**config.mk**
```make
export PLATFORM = sky130hd
export DESIGN_NAME = int_packed_unpacker
export DESIGN_NICKNAME = d
export VERILOG_FILES = /design/src/rtl/int_unpack_pkg.sv /design/src/rtl/int_lane_select.sv /design/src/rtl/int_packed_unpacker.sv
export SDC_FILE = /design/constraint.sdc
export NUM_CORES = 1
export LEC_CHECK = 0
export CORE_MARGIN = 1.5
export CORE_UTILIZATION = 46
export CTS_BUF_LIST = sky130_fd_sc_hd__clkbuf_4
export DETAILED_ROUTE_END_ITERATION = 16
export GPL_TIMING_DRIVEN = 0
export PLACE_DENSITY = 0.78
export SYNTH_ARGS = -nofsm -noshare
export SYNTH_HDL_FRONTEND = slang
export SYNTH_SLANG_ARGS = --single-unit
export TNS_END_PERCENT = 10
```
**constraint.sdc**
```tcl
create_clock -name clk_i -period 1.6 [get_ports clk_i]
set_input_delay 0.16 -clock clk_i [delete_from_list [all_inputs] [get_ports clk_i]]
set_output_delay 0.16 -clock clk_i [all_outputs]
set_load 0.03 [all_outputs]
```
**src/rtl/int_unpack_pkg.sv**
```systemverilog
`default_nettype none
// ============================================================================
// Module      : int_unpack_pkg
// Description : Shared sizing helpers and FSM states for the INT unpacker.
// Revision    : 1.0 - initial release
// ============================================================================
package int_unpack_pkg;

  typedef enum logic [0:0] {
    EMPTY = 1'b0,
    EMIT  = 1'b1
  } state_e;

  function automatic int elems_per_word(input int in_width, input int int_width);
    return in_width / int_width;
  endfunction

  // Element count 1..N needs one bit more than an index into N elements.
  function automatic int count_width(input int n);
    return $clog2(n) + 1;
  endfunction

  function automatic int beat_idx_width(input int beats_max);
    return (beats_max > 1) ? $clog2(beats_max) : 1;
  endfunction

endpackage
`default_nettype wire

```
**src/rtl/int_lane_select.sv**
```systemverilog
`default_nettype none
// ============================================================================
// Module      : int_lane_select
// Description : Picks the LANES elements of one beat from the held word and
//               zeroes any lane whose element index is at or beyond the count.
// Revision    : 1.0 - initial release
// ============================================================================
module int_lane_select
  import int_unpack_pkg::*;
#(
  parameter int INT_WIDTH = 4,
  parameter int IN_WIDTH  = 32,
  parameter int LANES     = 2,
  parameter int CNT_W     = count_width(elems_per_word(IN_WIDTH, INT_WIDTH)),
  parameter int IDX_W     = beat_idx_width(elems_per_word(IN_WIDTH, INT_WIDTH) / LANES)
) (
  input  logic [IN_WIDTH-1:0]        word_i,
  input  logic [IDX_W-1:0]           beat_idx_i,
  input  logic [CNT_W-1:0]           count_i,
  output logic [LANES*INT_WIDTH-1:0] lanes_o
);

  localparam int c_N = elems_per_word(IN_WIDTH, INT_WIDTH);

  for (genvar k = 0; k < LANES; k++) begin : g_lane
    logic [CNT_W-1:0]     w_elem;
    logic [INT_WIDTH-1:0] w_lane;

    always_comb begin
      w_elem = CNT_W'(beat_idx_i) * CNT_W'(LANES) + CNT_W'(k);
      w_lane = '0;
      for (int e = 0; e < c_N; e++) begin
        if ((w_elem == CNT_W'(e)) && (w_elem < count_i)) begin
          w_lane = word_i[e*INT_WIDTH +: INT_WIDTH];
        end
      end
    end

    assign lanes_o[k*INT_WIDTH +: INT_WIDTH] = w_lane;
  end

endmodule
`default_nettype wire

```
**src/rtl/int_packed_unpacker.sv**
```systemverilog
`default_nettype none
// ============================================================================
// Module      : int_packed_unpacker
// Description : Holds a packed word of signed INT elements and streams it out
//               LANES elements per beat, LSB element first.
// Revision    : 1.0 - initial release
// ============================================================================
module int_packed_unpacker
  import int_unpack_pkg::*;
#(
  parameter int INT_WIDTH = 4,
  parameter int IN_WIDTH  = 32,
  parameter int LANES     = 2,
  parameter int CNT_W     = count_width(elems_per_word(IN_WIDTH, INT_WIDTH)),
  parameter int IDX_W     = beat_idx_width(elems_per_word(IN_WIDTH, INT_WIDTH) / LANES)
) (
  input  logic                       clk_i,
  input  logic                       rst_ni,
  input  logic                       flush_i,
  input  logic [IN_WIDTH-1:0]        in_data_i,
  input  logic [CNT_W-1:0]           in_count_i,
  input  logic                       in_valid_i,
  output logic                       in_ready_o,
  output logic [LANES*INT_WIDTH-1:0] out_data_o,
  output logic                       out_last_o,
  output logic                       out_valid_o,
  input  logic                       out_ready_i
);

  localparam int c_N = elems_per_word(IN_WIDTH, INT_WIDTH);

  state_e               r_state,    w_state_nxt;
  logic [IN_WIDTH-1:0]  r_word,     w_word_nxt;
  logic [CNT_W-1:0]     r_count,    w_count_nxt;
  logic [IDX_W-1:0]     r_last_idx, w_last_idx_nxt;
  logic [IDX_W-1:0]     r_beat_idx, w_beat_idx_nxt;

  logic [CNT_W-1:0]           w_count_eff;
  logic [CNT_W-1:0]           w_beats;
  logic                       w_beat_fire;
  logic                       w_accept;
  logic [LANES*INT_WIDTH-1:0] w_lanes;

  int_lane_select #(
    .INT_WIDTH (INT_WIDTH),
    .IN_WIDTH  (IN_WIDTH),
    .LANES     (LANES),
    .CNT_W     (CNT_W),
    .IDX_W     (IDX_W)
  ) u_lane_select (
    .word_i     (r_word),
    .beat_idx_i (r_beat_idx),
    .count_i    (r_count),
    .lanes_o    (w_lanes)
  );

  // Outputs depend on registers only, so they hold steady under backpressure.
  assign out_valid_o = (r_state == EMIT);
  assign out_last_o  = (r_state == EMIT) && (r_beat_idx == r_last_idx);
  assign out_data_o  = (r_state == EMIT) ? w_lanes : '0;

  assign w_beat_fire = out_valid_o && out_ready_i;
  assign in_ready_o  = ((r_state == EMPTY) || (w_beat_fire && out_last_o)) && !flush_i;
  assign w_accept    = in_valid_i && in_ready_o;

  assign w_count_eff = (in_count_i == '0) ? CNT_W'(c_N) : in_count_i;
  assign w_beats     = (w_count_eff + CNT_W'(LANES - 1)) / CNT_W'(LANES);

  always_comb begin
    w_state_nxt    = r_state;
    w_word_nxt     = r_word;
    w_count_nxt    = r_count;
    w_last_idx_nxt = r_last_idx;
    w_beat_idx_nxt = r_beat_idx;
    if (flush_i) begin
      w_state_nxt    = EMPTY;
      w_beat_idx_nxt = '0;
    end else if (w_accept) begin
      // Covers both the idle load and the no-bubble reload on a last beat.
      w_state_nxt    = EMIT;
      w_word_nxt     = in_data_i;
      w_count_nxt    = w_count_eff;
      w_last_idx_nxt = IDX_W'(w_beats - CNT_W'(1));
      w_beat_idx_nxt = '0;
    end else if (w_beat_fire) begin
      if (out_last_o) begin
        w_state_nxt    = EMPTY;
        w_beat_idx_nxt = '0;
      end else begin
        w_beat_idx_nxt = r_beat_idx + IDX_W'(1);
      end
    end
  end

  always_ff @(posedge clk_i or negedge rst_ni) begin
    if (!rst_ni) begin
      r_state    <= EMPTY;
      r_word     <= '0;
      r_count    <= '0;
      r_last_idx <= '0;
      r_beat_idx <= '0;
    end else begin
      r_state    <= w_state_nxt;
      r_word     <= w_word_nxt;
      r_count    <= w_count_nxt;
      r_last_idx <= w_last_idx_nxt;
      r_beat_idx <= w_beat_idx_nxt;
    end
  end

endmodule
`default_nettype wire

```
# --- Yosys cells after proc, flatten, opt, wreduce, memory -nomap -nowiden ---
# Cells that the tools add are included.
totals:
  inputBits: 41
  wordCells: 72
  out_inout_bits: 11
  ff_bits: 41
op_classes:
  n_bitwise: 2
  order_cmp: 2
  n_eq_ne: 11
  reduce_logical: 26
  mux: 22
  add_sub_neg: 4
ops:
  columns: ["operator", "n"]
  rows:
  - ["4-bit two-way mux", 13]
  - ["1-bit logical AND", 17]
  - ["4-bit by 3-bit equality test with 1-bit output (second input constant)", 4]
  - ["4-bit logical NOT", 3]
  - ["4-bit by 2-bit equality test with 1-bit output (second input constant)", 2]
  - ["2-bit two-way mux", 4]
  - ["8-bit two-way mux", 1]
  - ["3-bit nonzero test", 2]
  - ["3-bit by 1-bit adder with 4-bit output (second input constant)", 1]
  - ["2-bit equality test (second input constant)", 2]
  - ["4-bit by 1-bit equality test with 1-bit output (second input constant)", 1]
  - ["3-bit by 4-bit < comparator with 1-bit output", 1]
  - ["4-bit < comparator", 1]
  - ["1-bit two-way mux", 4]
  - ["2-bit AND reduction", 2]
  - ["3-bit by 1-bit adder with 3-bit output (second input constant)", 1]
  - ["2-bit by 1-bit adder with 2-bit output (second input constant)", 1]
  - ["2-bit by 1-bit equality test with 1-bit output (second input constant)", 1]
  - ["2-bit equality test", 1]
  - ["1-bit NOT", 2]
  - ["2-bit by 1-bit subtractor with 2-bit output (second input constant)", 1]
  - ["1-bit logical NOT", 1]
  - ["1-bit logical OR", 1]

# --- Longest topological paths before layout ---
depth:
  ltp_word: 12
  mapped_depth: 8
  depth_no_buf: 6

# --- Hierarchy ---
# A second synthesis with hierarchy kept.
unflattened:
  cells_unflattened: 159
  hier_area_um2: 2212.1
modules_own_cells:
  columns: ["module", "cells_each", "seq_area_each_um2", "area_each_um2", "instances"]
  rows:
  - ["int_packed_unpacker", 128, 1026.0, 1868.0, 1]
  - ["int_lane_select", 31, 0.0, 344.1, 1]

# --- Worst setup path after synthesis ---
# No wires, ideal clock.
synth_path:
  path_kind: "reg-to-output"
  from: "register r_beat_idx[1]"
  to: "output port out_data_o[0]"
  arrival_ps: 1999
  n_path_buf: 2
  required_ps: 1440
  path_slack_ps: -559
  path_stages_with_launch: 9
  cell_sequence: "dfrtp_1 -> inv_1 -> ha_1 -> buf_2 -> nor2b_1 -> clkbuf_1 -> a221o_1 -> a22oi_1 -> nor3_1"
synth_via:
  elab_chain_cells: 7
  elab_cells_between_ends: 14
  cone_classes: "1 x order compare; 3 x eq/ne; 5 x mux; 5 x reduce/logical"
synth_lines:
  columns: ["element", "line", "text"]
  rows:
  - ["from (decl)", "int_packed_unpacker.sv:36", "logic [IDX_W-1:0] r_beat_idx, w_beat_idx_nxt;"]
  - ["from (signal assigned)", "int_packed_unpacker.sv:107", "r_beat_idx <= w_beat_idx_nxt;"]
  - ["3-bit by 4-bit < comparator with 1-bit output or 4-bit logical NOT (tied branches)", "int_lane_select.sv:33", "if ((w_elem == CNT_W'(e)) && (w_elem < count_i)) begin"]
  - ["1-bit logical AND", "int_lane_select.sv:33", null]
  - ["4-bit two-way mux (3 in a row)", "int_lane_select.sv:33", null]
  - ["4-bit two-way mux (*)", "int_lane_select.sv:33", null]
  - ["8-bit two-way mux (*)", "int_packed_unpacker.sv:60", "assign out_data_o = (r_state == EMIT) ? w_lanes : '0;"]
  - ["to (decl)", "int_packed_unpacker.sv:24", "output logic [LANES*INT_WIDTH-1:0] out_data_o,"]
# Every way passes the cells marked *; elsewhere a longest branch is shown, timed or not.

# --- Worst setup path after layout ---
layout_path:
  from: "register r_beat_idx[1]"
  to: "output port out_data_o[7]"
layout_via:
  elab_chain_cells: 12
  elab_cells_between_ends: 27
  cone_classes: "1 x add/sub; 1 x order compare; 7 x eq/ne; 9 x mux; 9 x reduce/logical"
layout_lines:
  columns: ["element", "line", "text"]
  rows:
  - ["3-bit by 1-bit adder with 4-bit output (*)", "int_lane_select.sv:30", "w_elem = CNT_W'(beat_idx_i) * CNT_W'(LANES) + CNT_W'(k);"]
  - ["4-bit < comparator or 4-bit logical NOT (tied branches)", "int_lane_select.sv:33", null]
  - ["1-bit logical AND", "int_lane_select.sv:33", null]
  - ["4-bit two-way mux (7 in a row)", "int_lane_select.sv:33", null]
  - ["4-bit two-way mux (*)", "int_lane_select.sv:33", null]
  - ["8-bit two-way mux (*)", "int_packed_unpacker.sv:60", null]
# Marks and branches as above.

==> impl_metrics.json <==
{
  "run_status": "complete, but fails checks",
  "failing_checks": "setup timing",
  "start_util_pct": 47.9,
  "route.antenna.remaining_nets": 0,
  "critPathKind": "flip-flop to output port",
  "top_level_ports": 52,
  "leakage_nw": 1.36,
  "max_freq_mhz": 456,
  "place_hpwl_um": 3450,
  "drive_gt1_share_pct": 37.5,
  "num-nets-final": 300,
  "maxSlewHeadroom_pct": 68.9,
  "timing.critical_path.required_ns": 1.44,
  "detail_route.vias_per_cell": 5.34,
  "placementRows": 24,
  "drv_cap": 0,
  "grt_pass1_wl_um": 8010,
  "ys_ff_latch": 41,
  "postSynthCellCount": 186,
  "worst_setup_hold_path_clk_slew_ns": 0.13,
  "chipHeight_um": 70.5,
  "preCtsSetupSlack_ns": -0.889,
  "setup_ws_ns": -0.594,
  "detail_route.wirelength_um": 4890,
  "timing.final.setup_violations": 48,
  "power_report.internal_total_mw": 2.34,
  "synth.lib_cells_used.distinct": 26,
  "clock_skew_ns": 0.0162,
  "cts_made_buffers": 5,
  "h-tree-depth": 2,
  "worst_path_maximum_fanout": 7,
  "layout.cells.most_common_list": "clkdlybuf4s50_1, dfrtp_1, mux2_2",
  "worst_slew_pin_slew_ns": 0.467,
  "finalCoreUtilization_pct": 71.1,
  "clock_power_share_pct": 19.5,
  "synthesis.nets": 236,
  "min_path_type": "input port to async pin",
  "ys_seq_area_share_pct": 48.9,
  "worst_ep_arrival_time_ns": 2.03,
  "irDropWorstVdd_v": 0.000586,
  "clock_tree_from_tritoncts": "yes",
  "yosysWarnings": 0,
  "synthToLayoutAreaGrowth_pct": 48.6,
  "final_critical_path_share_of_the_clock_period_pct": 137,
  "grt_overflow": 0,
  "initialDrtViolationCount": 90,
  "cts_max_path_buffers": 2,
  "global_route.usage.total_pct": 20.9,
  "setup.worst_path.start": "r_beat_idx[1]",
  "filler_cell_count": 329,
  "finalInstanceArea_um2": 3120,
  "netSwitchingFraction_pct": 32.8,
  "part_of_the_power_in_combinational_logic_pct": 36.6,
  "crit-reg2reg-launch": "r_beat_idx[1]",
  "drc": 0,
  "drt_first_pass_iters": 4,
  "wire_per_inst_um": 16.1,
  "power_frac_seq_pct": 44.0,
  "floorplan_die_area_um2": 4980,
  "critical_path.endpoint_type": "output port",
  "clkSinkCount": 41,
  "antenna_found_initial": 0,
  "power_density_nw_per_um2": 1120,
  "total_switching_power_mw": 1.14,
  "gp_routability_congestion": 0.848,
  "clkLatencyLatePin_ns": 0.36,
  "grt_pass1_vias": 1660,
  "hold_viol_final": 0,
  "port-buffer-count": 51,
  "synth_area_um2": 2100,
  "final-max-slew-violation-count": 0,
  "grt_max_degree": 34,
  "num_vias": 1619,
  "finalWorstPathRequiredPeriod_ns": 2.19,
  "rsz0062_at_grt": "yes",
  "coreArea_um2": 4380,
  "critical_path_start_type": "flip-flop",
  "cts-root-buf": "clkbuf_4",
  "detailed_place.area_um2": 2840,
  "post_synth.cell_area_avg_um2": 11.3,
  "chipWidth_um": 70.5,
  "antenna_diodes": 0
}
## cells in the mapped netlist
cell	count	share of area (%)
ha_1	9	5.4
nor3_1	6	1.4
nand2_1	13	2.3
buf_6	3	1.6
dfrtp_1	41	49
inv_1	18	3.2
a31oi_1	2	0.60
a211o_1	3	1.3
mux2_1	2	1.1
nor2_1	6	1.1
o21ai_0	10	2.4
a21oi_1	13	3.1
a221oi_1	3	1.3
o21a_1	1	0.36
a221o_1	4	1.9
a41oi_1	1	0.42
buf_2	2	0.48
clkbuf_1	4	0.72
a32oi_4	1	1.3
a22oi_1	5	1.8
nor2b_1	3	0.89
and3b_1	1	0.42
xor2_1	1	0.42
xnor2_1	3	1.3
nand3b_1	1	0.36
mux2_2	30	16
## kinds of logic (layout without fill, tap and decap cells)
| family | count (synthesis) | after routing | synth area share (%) |
|---|---|---|---|
| AO/OA/AOI/OAI | 43 | 43 | 14.4 |
| XOR/XNOR | 4 | 4 | 1.67 |
| adder cells (fa/ha/maj) | 9 | 9 | 5.37 |
| buffers and inverters | 27 | 92 | 6.02 |
| flip-flops | 41 | 41 | 48.9 |
| multiplexers | 32 | 32 | 17.2 |
| AND/OR/NAND/NOR | 30 | 30 | 6.50 |
## per-layer routing
metal  track usage, %  wire length, µm
met1             27.3             2180
met2             34.8             2370
met3             5.27              283
met4             5.87               55
met5                0                0
## flip-flops by register name, indices dropped and copies added, names as in the netlist
register and cells:
r_beat_idx 2, r_word 32, r_last_idx 2, out_valid_o 1, r_count 4
## power by group through the flow
stage | clock [mW] | combinational (mW) | sequential [mW]
2_1_floorplan | 0 | 0.807 | 1.47
4_1_cts | 0.685 | 1.21 | 1.52
6_report | 0.678 | 1.28 | 1.53
5_1_grt | 0.723 | 1.38 | 1.57
3_3_place_gp | 0 | 1.10 | 1.51
3_5_place_dp | 0 | 1.14 | 1.52
## layout make-up
type / count / area [µm²] / area share (%)
timing repair buffer: 60 / 598 / 19.2
inverter: 18 / 72.6 / 2.33
buffer: 6 / 56.3 / 1.81
multi-input combinational: 118 / 1220 / 39.1
tap: 52 / 65.1 / 2.09
sequential: 41 / 1030 / 33.0
clock inverter: 3 / 41.3 / 1.32
clock buffer: 5 / 37.5 / 1.20
## worst max-delay path, cell delays in order, from the launching register on
cell      delay, ns
dfrtp_2        0.49
inv_4          0.10
ha_4           0.13
nor2b_4        0.25
a221oi_2       0.11
a211o_1        0.31
a21oi_4        0.14
buf_6          0.14
## worst paths after layout
check                      slack [ns]       endpoint  cells past startpoint
max                             -0.59  out_data_o[7]                      7
min                              0.19     r_word[31]                      2
max reg2reg                     -0.43     r_word[28]                      6
min reg2reg                      0.50     r_count[2]                      2
max in group asynchronous        0.96  r_beat_idx[1]                      3
min in group clk_i               0.39      r_word[4]                      2
## stage by stage
step	hold WS (ns)	power, mW	TNS (ns)	instances
global route	0.211	3.67	-22.41	303
floorplan	-0.136	2.28	-1.77	186
detailed placement	0.0417	2.66	-24.98	290
finish	0.189	3.49	-18.68	303
global placement	0.466	2.61	-52.42	289
CTS	0.200	3.42	-16.12	301
## what timing repair did
item,4_1_cts,5_1_grt
setup buffers,5,2
cloned,0,0
endpoints found under the hold margin,41,0
resized for setup,83,13
setup endpoints to repair,49,48
hold buffers,1,0
pin swaps,9,12
No activity file was read; power rests on OpenSTA's default activity.
